<file path="src/rtl/vga_timing_gen.sv">
// vga_timing_gen: raster timing generator producing column/row counts and
// registered sync/active/frame-start decodes, all aligned to the same cycle.
// Optional feature: define VGA_TIMING_FRAME_COUNT_EN to add an 8-bit
// o_Frame_Count output that advances on every frame-start pulse.
module vga_timing_gen #(
    parameter int TOTAL_COLS  = 800,
    parameter int TOTAL_ROWS  = 525,
    parameter int ACTIVE_COLS = 640,
    parameter int ACTIVE_ROWS = 480
) (
    input  logic       i_Clk,
    input  logic       i_Reset,
    input  logic       i_Enable,
    output logic       o_HSync,
    output logic       o_VSync,
    output logic [9:0] o_Col_Count,
    output logic [9:0] o_Row_Count,
    output logic       o_Active,
    output logic       o_Frame_Start
`ifdef VGA_TIMING_FRAME_COUNT_EN
    ,
    output logic [7:0] o_Frame_Count
`endif
);

    // Counter limits narrowed to the 10-bit counter width.
    localparam logic [9:0] LAST_COL = 10'(TOTAL_COLS - 1);
    localparam logic [9:0] LAST_ROW = 10'(TOTAL_ROWS - 1);
    localparam logic [9:0] ACT_COLS = 10'(ACTIVE_COLS);
    localparam logic [9:0] ACT_ROWS = 10'(ACTIVE_ROWS);

    logic [9:0] col_reg, row_reg;
    logic [9:0] col_next, row_next;
    logic       hsync_reg, vsync_reg, active_reg, frame_start_reg;
    logic       col_wrap, frame_wrap;
    logic       hsync_next, vsync_next;

    // Next-count computation; decodes are taken from the next counts so the
    // registered decodes line up with the registered counts.
    always_comb begin
        col_wrap   = (col_reg == LAST_COL);
        frame_wrap = col_wrap && (row_reg == LAST_ROW);
        col_next   = col_wrap ? 10'd0 : col_reg + 10'd1;
        row_next   = row_reg;
        if (col_wrap) begin
            row_next = (row_reg == LAST_ROW) ? 10'd0 : row_reg + 10'd1;
        end
        hsync_next = (col_next < ACT_COLS);
        vsync_next = (row_next < ACT_ROWS);
    end

    // Counter and decode registers; reset lands on (0,0), which is active.
    always_ff @(posedge i_Clk or posedge i_Reset) begin
        if (i_Reset) begin
            col_reg         <= 10'd0;
            row_reg         <= 10'd0;
            hsync_reg       <= 1'b1;
            vsync_reg       <= 1'b1;
            active_reg      <= 1'b1;
            frame_start_reg <= 1'b0;
        end else if (i_Enable) begin
            col_reg         <= col_next;
            row_reg         <= row_next;
            hsync_reg       <= hsync_next;
            vsync_reg       <= vsync_next;
            active_reg      <= hsync_next && vsync_next;
            frame_start_reg <= frame_wrap;
        end else begin
            frame_start_reg <= 1'b0;
        end
    end

`ifdef VGA_TIMING_FRAME_COUNT_EN
    logic [7:0] frame_cnt_reg;

    // Frame counter advances on the same edge that raises o_Frame_Start.
    always_ff @(posedge i_Clk or posedge i_Reset) begin
        if (i_Reset) begin
            frame_cnt_reg <= 8'd0;
        end else if (i_Enable && frame_wrap) begin
            frame_cnt_reg <= frame_cnt_reg + 8'd1;
        end
    end

    assign o_Frame_Count = frame_cnt_reg;
`endif

    assign o_Col_Count   = col_reg;
    assign o_Row_Count   = row_reg;
    assign o_HSync       = hsync_reg;
    assign o_VSync       = vsync_reg;
    assign o_Active      = active_reg;
    assign o_Frame_Start = frame_start_reg;

endmodule
</file>
<file path="config.mk">
export PLATFORM = sky130hd
export DESIGN_NAME = vga_timing_gen
export DESIGN_NICKNAME = d
export VERILOG_FILES = /design/src/rtl/vga_timing_gen.sv
export SDC_FILE = /design/constraint.sdc
export NUM_CORES = 1
export LEC_CHECK = 0
export ABC_AREA = 1
export BUFFER_PORTS_ARGS = -buffer_cell sky130_fd_sc_hd__buf_2
export CELL_PAD_IN_SITES_DETAIL_PLACEMENT = 1
export CELL_PAD_IN_SITES_GLOBAL_PLACEMENT = 1
export CORE_MARGIN = 8
export CORE_UTILIZATION = 39
export CTS_CLUSTER_SIZE = 25
export DETAILED_ROUTE_END_ITERATION = 12
export PLACE_DENSITY_LB_ADDON = 0.1
export SYNTH_ARGS = -nofsm -noshare
export SYNTH_HDL_FRONTEND = slang
export SYNTH_SLANG_ARGS = --single-unit
</file>
<file path="constraint.sdc">
create_clock -name i_Clk -period 1.9 [get_ports i_Clk]
set_input_delay 0.475 -clock i_Clk [delete_from_list [all_inputs] [get_ports i_Clk]]
set_output_delay 0.475 -clock i_Clk [all_outputs]
set_load 0.03 [all_outputs]
</file>
==> results of run 1 <==
## worst max-delay path: stages, from the launching register on
cell     delay [ns]
dfrtp_1        0.40
ha_1           0.26
nand4_2        0.24
nor2_4         0.21
nand2_2        0.08
nand2_1        0.07
inv_1          0.06
nor2_2         0.14
nand3_2        0.10
nand3_1        0.07
nand2_1        0.05
## area by class of cell
type                    count  area [um2]  share of cell area (%)
multi-input cells         152         785                    44.4
flip-flops and latches     24         604                    34.2
repair buffers             30         160                    9.07
inverters                  30         113                    6.37
well taps                  48        60.1                    3.40
clock buffers               4        45.0                    2.55
## routing by layer
layer	vias up	track usage (%)	share of wire (%)
li1	732	-	-
met5	-	0	0
met2	24	26.6	48
met4	0	4.07	1.5
met3	6	2.62	3.5
met1	740	17.9	47
## cells in the mapped netlist
master,instances,area share [%]
or2_2,1,0.41
nor3b_1,2,0.99
o21a_1,1,0.49
nand2_1,51,13
and3_2,1,0.49
xnor2_1,1,0.58
inv_2,2,0.49
dfrtp_1,21,35
nor3_1,3,0.99
dfstp_2,3,5.2
a21oi_1,6,2.0
nand2_4,1,0.74
nor4_4,1,1.4
inv_1,28,6.9
nand3_2,2,1.3
ha_1,3,2.5
nor2_2,3,1.2
o21bai_1,1,0.49
nand4_2,2,1.6
nor2_1,28,6.9
buf_2,1,0.33
clkbuf_1,1,0.25
and2_2,1,0.49
nor2_4,2,1.5
buf_4,1,0.49
nand4_1,5,2.1
nor4_1,1,0.41
o21ai_0,13,4.3
o21ai_1,1,0.33
nand2_2,1,0.41
nand3_1,20,6.6
nor3b_2,1,0.82
## power by group through the flow
stage	Clock (mW)	Sequential [mW]	Combinational [mW]
CTS	0.330	0.844	0.905
detailed placement	0	0.853	0.899
global route	0.344	0.875	0.984
finish	0.322	0.849	0.890
floorplan	0	1.05	0.424
global placement	0	0.839	0.881
## through the flow
step                hold WS, ns  utilization [%]  worst slack [ns]
finish                    0.246             47.5             0.173
detailed placement        0.463             45.9            0.0713
global placement          0.451             45.9             0.157
floorplan                 0.487                -             0.199
CTS                       0.261             47.1             0.105
global route              0.263             47.5          -0.00162
## registers in the layout, summed over array words and instances, names as in the netlist
signal and count:
o_Col_Count 10, o_Row_Count 10, o_Active 1, o_Frame_Start 1
o_HSync 1, o_VSync 1
## worst paths after layout
path / slack, ns / end
worst max-delay path: 0.17 / o_VSync
worst min-delay path: 0.25 / o_Row_Count[2]
worst max register to register: 0.17 / o_VSync
worst min register to register: 0.48 / o_Active
max in group asynchronous: 1.35 / o_Active
min in group i_Clk: 0.48 / o_Active
## kinds of logic after synthesis
kind of cell | Yosys count
and+or+nand+nor | 126
AOI/OAI and AO/OA | 22
adders and majority gates | 3
DFF | 24
buffers and inverters | 33
xor gates and xnor gates | 1
==> impl_summary.log, run 1 <==
[metrics] status: finished, final reports clean
[metrics] count of final hold-check violations: 0
[metrics] number of cells traversed by the worst register-to-register path: 10
[metrics] clk slew on worst S/H paths: 0.09 ns
[metrics] Least-Margin Pin Slew: 0.433 ns
[metrics] port bufs: 26
[metrics] placeable core area: 0.00372 mm2
[metrics] register bit count reported by yosys: 24
[metrics] fraction of the cycle the final worst path needs: 90.9%
[metrics] most frequent cells in the layout: nand2_1 (51), inv_1 (28), nor2_1 (28)
[metrics] wire length of the first global-routing pass: 7580 um
[metrics] design internal power: 1.05 mW
[metrics] distinct cell type count of the synthesized netlist: 32
[metrics] Fillers: 501
[metrics] Switching Fraction: 48.8%
[metrics] HPWL after DPL: 3500 um
[metrics] leakage power summed over all cells: 0.924 nW
[metrics] Post-Synthesis Cells: 209
[metrics] Ports: 27
[metrics] weighted congestion at the end of routability-driven global placement: 0.822
[metrics] Starting DRT DRC Count: 48
[metrics] remaining design rule violation count: 0
[metrics] Setup Skew: 0.00153 ns
[metrics] post-synthesis mux area share: 0%
[metrics] average cell area after synthesis: 7.26 um2
[metrics] via count: 1502
[metrics] category of the worst setup path launch point: flip-flop
[metrics] yosys synthesis warning count: 0
[metrics] total of endpoints with negative setup slack in the final report: 0
[metrics] Netlist Area Pre-Place: 0.00152 mm2
[metrics] share of total power in combinational logic: 43.2%
[metrics] share of cells above drive strength 1: 22.5%
[metrics] initial antenna violation count: 0
[metrics] number of max-slew violations in the final report: 0
[metrics] min-delay worst type: in -> async
[metrics] maximum clock frequency: 579 MHz
[metrics] Final Non-Filler Cells: 288
[metrics] # placed instances: 282
[metrics] number of global-route vias before repair: 1627
[metrics] area of the die: 0.00614 mm2
[metrics] Pwr Total: 2.06 mW
[metrics] reported max-cap violation count: 0
[metrics] clock group share of total power: 15.6%
[metrics] crit-path max FO: 5
[metrics] GR Util All Layers: 14.9%
[metrics] required time of the critical path: 2.11 ns
[metrics] maximum count of clock buffers along a single path: 2
[metrics] total overflow reported by the global router: 0
[metrics] maximum number of pins on one net before global-route repair: 25
[metrics] detail-routed net length per standard cell: 15.5 um
[metrics] placed standard-cell area: 0.00171 mm2
[metrics] synthesized-area fraction occupied by ao, oa, aoi and oai cells: 7.58%
[metrics] cells resized by post-CTS repair: 0
[metrics] area fraction in and, or, nand and nor cells after synthesis: 41.1%
[metrics] signal arrival time at the worst endpoint: 1.93 ns
[metrics] setup TNS: 0 ns
[metrics] NumNets Final: 247
[metrics] net switching component of the power: 1.01 mW
[metrics] Clk Latency, worst-skew pair: 0.27 ns
[metrics] Setup CP Type: reg -> reg
[metrics] main combinational cell family by area after synthesis: simple AND/OR/NAND/NOR gates
[metrics] Reg power frac: 41.2%
[metrics] synth-to-layout area growth: 16.4%
[metrics] number of optimization iterations in the first detailed-route pass: 4
[metrics] source of the worst register-to-register timing path: o_Col_Count[0]
[metrics] syn nets: 215
[metrics] clock tree from TritonCTS: done
[metrics] Worst IR Drop VDD: 0.738 mV
[metrics] origin of the worst setup path: o_Col_Count[0]
[metrics] hold buffer count at CTS: 0
[metrics] Rows: 22
[metrics] via density per instance: 5.22
[metrics] setup repair bufs after CTS: 0
[metrics] horizontal die dimension: 78.4 um
[metrics] power density normalized to cell area: 1170 mW/mm2
[metrics] starting utilization of the core area: 40.8%
[metrics] cell area after layout: 0.00177 mm2
[metrics] drt total wl: 4470 um
[metrics] most common cell after layout, fill and taps aside: nand2_1
[metrics] type of element capturing the critical path: flip-flop
[metrics] number of inserted diodes: 0
[metrics] cts bufs inserted: 3
[metrics] total number of H-tree levels: 1
[metrics] headroom to the max-slew limit: 70.9%
[metrics] time the final worst path needs with I/O delays and setup: 1.73 ns
[metrics] sequential share of the synthesized area: 39.8%
[metrics] Post-Synth Adder-Cell Area: 2.47%
[metrics] XOR/XNOR share of the synthesized area: 0.577%
[metrics] clock sink total: 24
[metrics] clock tree root driver cell: clkbuf_8
[metrics] post-detailed-route count of antenna-violating nets: 0
[metrics] Die Span Y: 78.4 um
Power figures use the tool's default switching activity.
==> run 2, diff against run 1 <==
CELL_PAD_IN_SITES_DETAIL_PLACEMENT = default   (was 1)
CELL_PAD_IN_SITES_GLOBAL_PLACEMENT = default   (was 1)
CORE_UTILIZATION = 45   (was 39)
PLACE_DENSITY = 0.67   (was default)
PLACE_DENSITY_LB_ADDON = default   (was 0.1)
==> impl_summary.log, run 2 (same netlist as run 1, synthesis figures left out) <==
[metrics] total of endpoints with negative setup slack in the final report: 0 (unchanged)
[metrics] CP cell instances: ha_1 > nand4_2 > nor2_4 > nand2_2 > nand2_1 > inv_1 > nor2_2 > nand3_2 > nand3_1 > nand2_1
[metrics] Starting DRT DRC Count: 69 (+44%)
[metrics] clk slew on worst S/H paths: 0.13 ns (+0.04 ns)
[metrics] maximum clock frequency: 593 MHz (+2.3%)
[metrics] total number of H-tree levels: 1 (unchanged)
[metrics] most used cell along the critical path: nand2_1
[metrics] unrepaired setup endpoints after global routing: false
[metrics] cells resized by post-CTS repair: 0 (unchanged)
[metrics] multi-input gate area in the final layout: 785 um2 (unchanged)
[metrics] horizontal die dimension: 74.1 um (-5.5%)
[metrics] required time of the critical path: 2.16 ns (+0.05 ns)
[metrics] post-detailed-route count of antenna-violating nets: 0 (unchanged)
[metrics] wire length of the first global-routing pass: 5790 um (-24%)
[metrics] global-route met3 utilization: 3.37% (+0.75 points)
[metrics] Pwr Total: 1.93 mW (-6.4%)
[metrics] headroom to the max-slew limit: 77.2% (+6.3 points)
[metrics] leakage power summed over all cells: 0.905 nW (-2.0%)
[metrics] maximum count of clock buffers along a single path: 2 (unchanged)
[metrics] reported max-cap violation count: 0 (unchanged)
[metrics] via count: 1398 (-6.9%)
[metrics] Ports: 27 (unchanged)
[metrics] total overflow reported by the global router: 0 (unchanged)
[metrics] kind of cell with the highest combined delay on the critical path: simple AND/OR/NAND/NOR gates
[metrics] most common cell after layout, fill and taps aside: nand2_1
[metrics] fraction of the cycle the final worst path needs: 88.8% (-2.1 points)
[metrics] signal arrival time at the worst endpoint: 1.95 ns (+0.02 ns)
[metrics] drt total wl: 3420 um (-23%)
[metrics] number of max-slew violations in the final report: 0 (unchanged)
[metrics] Die Span Y: 74.1 um (-5.5%)
[metrics] starting utilization of the core area: 46.2% (+5.4 points)
[metrics] HPWL after DPL: 2690 um (-23%)
[metrics] number of inserted diodes: 0 (unchanged)
[metrics] most frequent cells in the layout: nand2_1 (51), inv_1 (28), nor2_1 (28)
[metrics] min-delay worst type: in -> async
[metrics] area of the die: 0.00549 mm2 (-11%)
[metrics] synth-to-layout area growth: 14.0%
[metrics] via density per instance: 4.92 (-5.6%)
[metrics] clock sink total: 24 (unchanged)
[metrics] power density normalized to cell area: 1110 mW/mm2 (-4.4%)
[metrics] weighted congestion at the end of routability-driven global placement: 0.834 (+1.4%)
[metrics] Rows: 21 (-4.5%)
[metrics] maximum number of pins on one net before global-route repair: 25 (unchanged)
[metrics] crit-path max FO: 5 (unchanged)
[metrics] Clk Latency, worst-skew pair: 0.32 ns (+0.05 ns)
[metrics] setup TNS: 0 ns (unchanged)
[metrics] highest-delay cell along the critical path: dfrtp_1
[metrics] status: finished, final reports clean
[metrics] cts bufs inserted: 3 (unchanged)
[metrics] Worst IR Drop VDD: 0.593 mV (-20%)
[metrics] Fillers: 322 (-36%)
[metrics] type of element capturing the critical path: flip-flop
[metrics] Least-Margin Pin Slew: 0.340 ns (-0.0936 ns)
[metrics] time the final worst path needs with I/O delays and setup: 1.69 ns (-0.0396 ns)
[metrics] delay of the slowest cell on the worst path: 0.42 ns (+0.02 ns)
[metrics] GR Util All Layers: 13.5% (-1.4 points)
[metrics] detail-routed net length per standard cell: 12.0 um (-22%)
[metrics] category of the worst setup path launch point: flip-flop
[metrics] initial antenna violation count: 0 (unchanged)
[metrics] share of cells above drive strength 1: 21.8% (-0.65 points)
[metrics] footprint of the flip-flops and latches: 604 um2 (unchanged)
[metrics] number of optimization iterations in the first detailed-route pass: 6 (+2)
[metrics] placeable core area: 0.00328 mm2 (-12%)
[metrics] Setup CP Type: reg -> reg
[metrics] Setup Skew: 0.00836 ns (+0.00683 ns)
[metrics] hold buffer count at CTS: 0 (unchanged)
[metrics] clock tree root driver cell: clkbuf_4
[metrics] number of global-route vias before repair: 1283 (-21%)
[metrics] count of final hold-check violations: 0 (unchanged)
[metrics] remaining design rule violation count: 0 (unchanged)
[metrics] met2 layer usage reported by global route: 21.3% (-5.3 points)
[metrics] setup repair bufs after CTS: 0 (unchanged)
[metrics] worst path bufs/invs: 1 (unchanged)
[metrics] met1 track demand over resource: 16.9% (-1.0 points)
[metrics] Most Crowded Layer GR: met2
[metrics] NumNets Final: 245 (-0.81%)
[metrics] clock tree from TritonCTS: done
[metrics] port bufs: 26 (unchanged)
## run 2: worst reg2reg max path, stage by stage (launching register included)
cell and delay (ns):
dfrtp_1 0.42, ha_1 0.26, nand4_2 0.23, nor2_4 0.23, nand2_2 0.07, nand2_1 0.06, inv_1 0.04, nor2_2 0.11
nand3_2 0.10, nand3_1 0.07, nand2_1 0.05
## run 2: final timing paths
| check | end | cells after the start | slack (ns) | startpoint |
|---|---|---|---|---|
| min in group i_Clk | o_VSync | 3 | 0.47 | i_Enable |
| worst max register to register | o_Active | 10 | 0.21 | o_Col_Count[1] |
| worst min-delay path | o_Col_Count[1] | 3 | 0.17 | i_Reset |
| worst min register to register | o_VSync | 2 | 0.48 | o_VSync |
| worst max-delay path | o_Active | 10 | 0.21 | o_Col_Count[1] |
| max in group asynchronous | o_HSync | 3 | 1.43 | i_Reset |
## run 2: power by group
group          total, mW  internal [mW]  leakage (nW)  switching (mW)
clock network      0.238         0.0822        0.0150           0.156
registers          0.832          0.647         0.268           0.185
logic              0.859          0.257         0.622           0.602
total               1.93          0.987         0.905           0.942
## run 2: cell type report
cell class                 count  area share, %
sequential                    24           34.9
tap                           46           3.33
multi-input combinational    152           45.3
inverter                      30           6.51
clock buffer                   4           1.52
timing repair buffer          28           8.39
## run 2: layer usage
| metal | vias up | wire [um] |
|---|---|---|
| met2 | 31 | 1510 |
| met5 | - | 0 |
| met4 | 0 | 70 |
| met3 | 6 | 188 |
| li1 | 730 | - |
| met1 | 631 | 1650 |
## run 2: metrics by stage
| step | hold slack, ns | utilization, % | cells | worst slack, ns | cell area (um2) |
|---|---|---|---|---|---|
| finish | 0.169 | 52.7 | 284 | 0.212 | 1730 |
| CTS | 0.169 | 52.7 | 284 | 0.193 | 1730 |
| detailed placement | 0.455 | 51.9 | 280 | 0.230 | 1700 |
| global placement | 0.456 | 51.9 | 280 | 0.268 | 1700 |
| floorplan | 0.487 | - | 209 | 0.199 | 1520 |
| global route | 0.180 | 52.7 | 284 | 0.0434 | 1730 |
==> run 3, diff against run 2 <==
--- a/config.mk
+++ b/config.mk
@@ -11,2 +11,3 @@
 export CORE_UTILIZATION = 45
+export CTS_BUF_LIST = sky130_fd_sc_hd__clkbuf_8 sky130_fd_sc_hd__clkbuf_16
 export CTS_CLUSTER_SIZE = 25
--- a/constraint.sdc
+++ b/constraint.sdc
@@ -3,2 +3,2 @@
 set_output_delay 0.475 -clock i_Clk [all_outputs]
-set_load 0.03 [all_outputs]
+set_load 0.005 [all_outputs]
==> impl_summary.log, run 3 (same netlist as run 1, synthesis figures left out) <==
[metrics] area of the die: 0.00549 mm2 (unchanged)
[metrics] number of optimization iterations in the first detailed-route pass: 5 (-1)
[metrics] number of global-route vias before repair: 1274 (-0.70%)
[metrics] Least-Margin Pin Slew: 0.341 ns (+0.00156 ns)
[metrics] HPWL after DPL: 2690 um (unchanged)
[metrics] capturing instance or port of the critical path: o_Active
[metrics] number of cells traversed by the worst register-to-register path: 10 (unchanged)
[metrics] cts bufs inserted: 3 (unchanged)
[metrics] worst path bufs/invs: 1 (unchanged)
[metrics] drt total wl: 3430 um (+0.26%)
[metrics] Die Span Y: 74.1 um (unchanged)
[metrics] share of cells above drive strength 1: 21.8% (unchanged)
[metrics] maximum number of pins on one net before global-route repair: 25 (unchanged)
[metrics] most common cell after layout, fill and taps aside: nand2_1
[metrics] horizontal die dimension: 74.1 um (unchanged)
[metrics] Fillers: 320 (-0.62%)
[metrics] port bufs: 26 (unchanged)
[metrics] Reg2Reg Capture Point: o_Active
[metrics] cells resized by post-CTS repair: 0 (unchanged)
[metrics] clock tree from TritonCTS: done
[metrics] most used cell along the critical path: nand2_1
[metrics] starting utilization of the core area: 46.2% (unchanged)
[metrics] via count: 1387 (-0.79%)
[metrics] crit-path max FO: 5 (unchanged)
[metrics] count of final hold-check violations: 0 (unchanged)
[metrics] post-detailed-route count of antenna-violating nets: 0 (unchanged)
[metrics] weighted congestion at the end of routability-driven global placement: 0.834 (unchanged)
[metrics] Ports: 27 (unchanged)
[metrics] Clk Latency, worst-skew pair: 0.27 ns (-0.05 ns)
[metrics] unrepaired setup endpoints after global routing: false
[metrics] kind of cell with the highest combined delay on the critical path: simple AND/OR/NAND/NOR gates
[metrics] number of inserted diodes: 0 (unchanged)
[metrics] detail-routed net length per standard cell: 12.1 um (+0.26%)
[metrics] power density normalized to cell area: 999 mW/mm2 (-10%)
[metrics] reported max-cap violation count: 0 (unchanged)
[metrics] number of max-slew violations in the final report: 0 (unchanged)
[metrics] wire length of the first global-routing pass: 5770 um (-0.36%)
[metrics] status: finished, final reports clean
[metrics] maximum clock frequency: 594 MHz (+0.19%)
[metrics] origin of the worst setup path: o_Col_Count[0]
[metrics] hold buffer count at CTS: 0 (unchanged)
[metrics] setup repair bufs after CTS: 0 (unchanged)
[metrics] NumNets Final: 245 (unchanged)
[metrics] signal arrival time at the worst endpoint: 1.88 ns (-0.07 ns)
[metrics] R2R Setup Slk: 0.22 ns (about the same)
[metrics] most frequent cells in the layout: nand2_1 (51), inv_1 (29), nor2_1 (28)
[metrics] Setup CP Type: reg -> reg
[metrics] type of element capturing the critical path: flip-flop
[metrics] Worst IR Drop VDD: 0.504 mV (-15%)
[metrics] maximum count of clock buffers along a single path: 2 (unchanged)
[metrics] CP cell instances: ha_1 > nand4_2 > nor2_4 > nand2_2 > nand2_1 > inv_1 > nor2_2 > nand3_2 > nand3_1 > nand2_1
[metrics] total number of H-tree levels: 1 (unchanged)
[metrics] critical path depth: 10 (unchanged)
[metrics] Rows: 21 (unchanged)
[metrics] total of endpoints with negative setup slack in the final report: 0 (unchanged)
[metrics] category of the worst setup path launch point: flip-flop
[metrics] synth-to-layout area growth: 15.3%
[metrics] GR Util All Layers: 13.4% (-0.084 points)
[metrics] via density per instance: 4.88 (-0.79%)
[metrics] clock tree root driver cell: clkbuf_8
[metrics] delay of the slowest cell on the worst path: 0.40 ns (-0.02 ns)
[metrics] required time of the critical path: 2.10 ns (-0.06 ns)
[metrics] total overflow reported by the global router: 0 (unchanged)
[metrics] initial antenna violation count: 0 (unchanged)
[metrics] headroom to the max-slew limit: 77.1% (-0.10 points)
[metrics] setup TNS: 0 ns (unchanged)
[metrics] placeable core area: 0.00328 mm2 (unchanged)
[metrics] # placed instances: 280 (unchanged)
[metrics] remaining design rule violation count: 0 (unchanged)
[metrics] Setup Skew: 0.00933 ns (+0.000965 ns)
[metrics] Final Non-Filler Cells: 284 (unchanged)
[metrics] leakage power summed over all cells: 0.917 nW (+1.3%)
[metrics] Starting DRT DRC Count: 92 (+33%)
[metrics] fraction of the cycle the final worst path needs: 88.7% (-0.16 points)
[metrics] highest-delay cell along the critical path: dfrtp_1
[metrics] clk slew on worst S/H paths: 0.09 ns (-0.04 ns)
[metrics] source of the worst register-to-register timing path: o_Col_Count[0]
[metrics] min-delay worst type: in -> async
[metrics] clock sink total: 24 (unchanged)
[metrics] time the final worst path needs with I/O delays and setup: 1.68 ns (-0.00312 ns)
==> run 3: area by class of cell <==
cell class | count | area (um2) | area share [%]
Inverter | 30 | 113 | 6.44
Clock buffer | 3 | 41.3 | 2.36
Clock inverter | 1 | 3.75 | 0.215
Sequential cell | 24 | 604 | 34.5
Tap cell | 46 | 57.6 | 3.29
Timing Repair Buffer | 28 | 145 | 8.30
Multi-Input combinational cell | 152 | 785 | 44.8
==> run 3: report_power, final <==
group	switching, mW	total [mW]	leakage (nW)	internal (mW)
Clock	0.159	0.303	0.0269	0.144
Sequential	0.185	0.833	0.268	0.648
Combinational	0.358	0.611	0.622	0.253
==> run 3: how the worst min path moves through the flow <==
stage / startpoint / end / slack, ns / cells after the start
5_1_grt: i_Reset / o_Col_Count[3] / 0.26 / 3
4_1_cts: i_Reset / o_Col_Count[3] / 0.24 / 3
6_report: i_Reset / o_Col_Count[1] / 0.23 / 3
2_1_floorplan: o_Active / o_Active / 0.46 / 2
3_5_place_dp: o_Active / o_Active / 0.45 / 2
3_3_place_gp: o_Active / o_Active / 0.46 / 2
==> run 3: metal layers <==
metal | wire length [um] | GRT usage, % | share of wire, %
met5 | 0 | 0 | 0
met1 | 1650 | 16.9 | 48
met4 | 66 | 5.99 | 1.9
met2 | 1530 | 21.3 | 44
met3 | 192 | 2.96 | 5.6
==> run 3: through the flow <==
step	hold slack (ns)	power (mW)	worst slack, ns	utilization (%)	area [um2]
detailed placement	0.455	1.46	0.230	51.9	1700
CTS	0.240	1.77	0.197	53.3	1750
global placement	0.456	1.46	0.268	51.9	1700
finish	0.234	1.75	0.215	53.3	1750
global route	0.260	1.91	0.0541	53.3	1750
floorplan	0.457	1.23	0.412	-	1520
==> run 3: tightest hold or removal path: stages <==
cell and delay [ns]:
buf_2 0.10, inv_1 0.04, buf_4 0.29
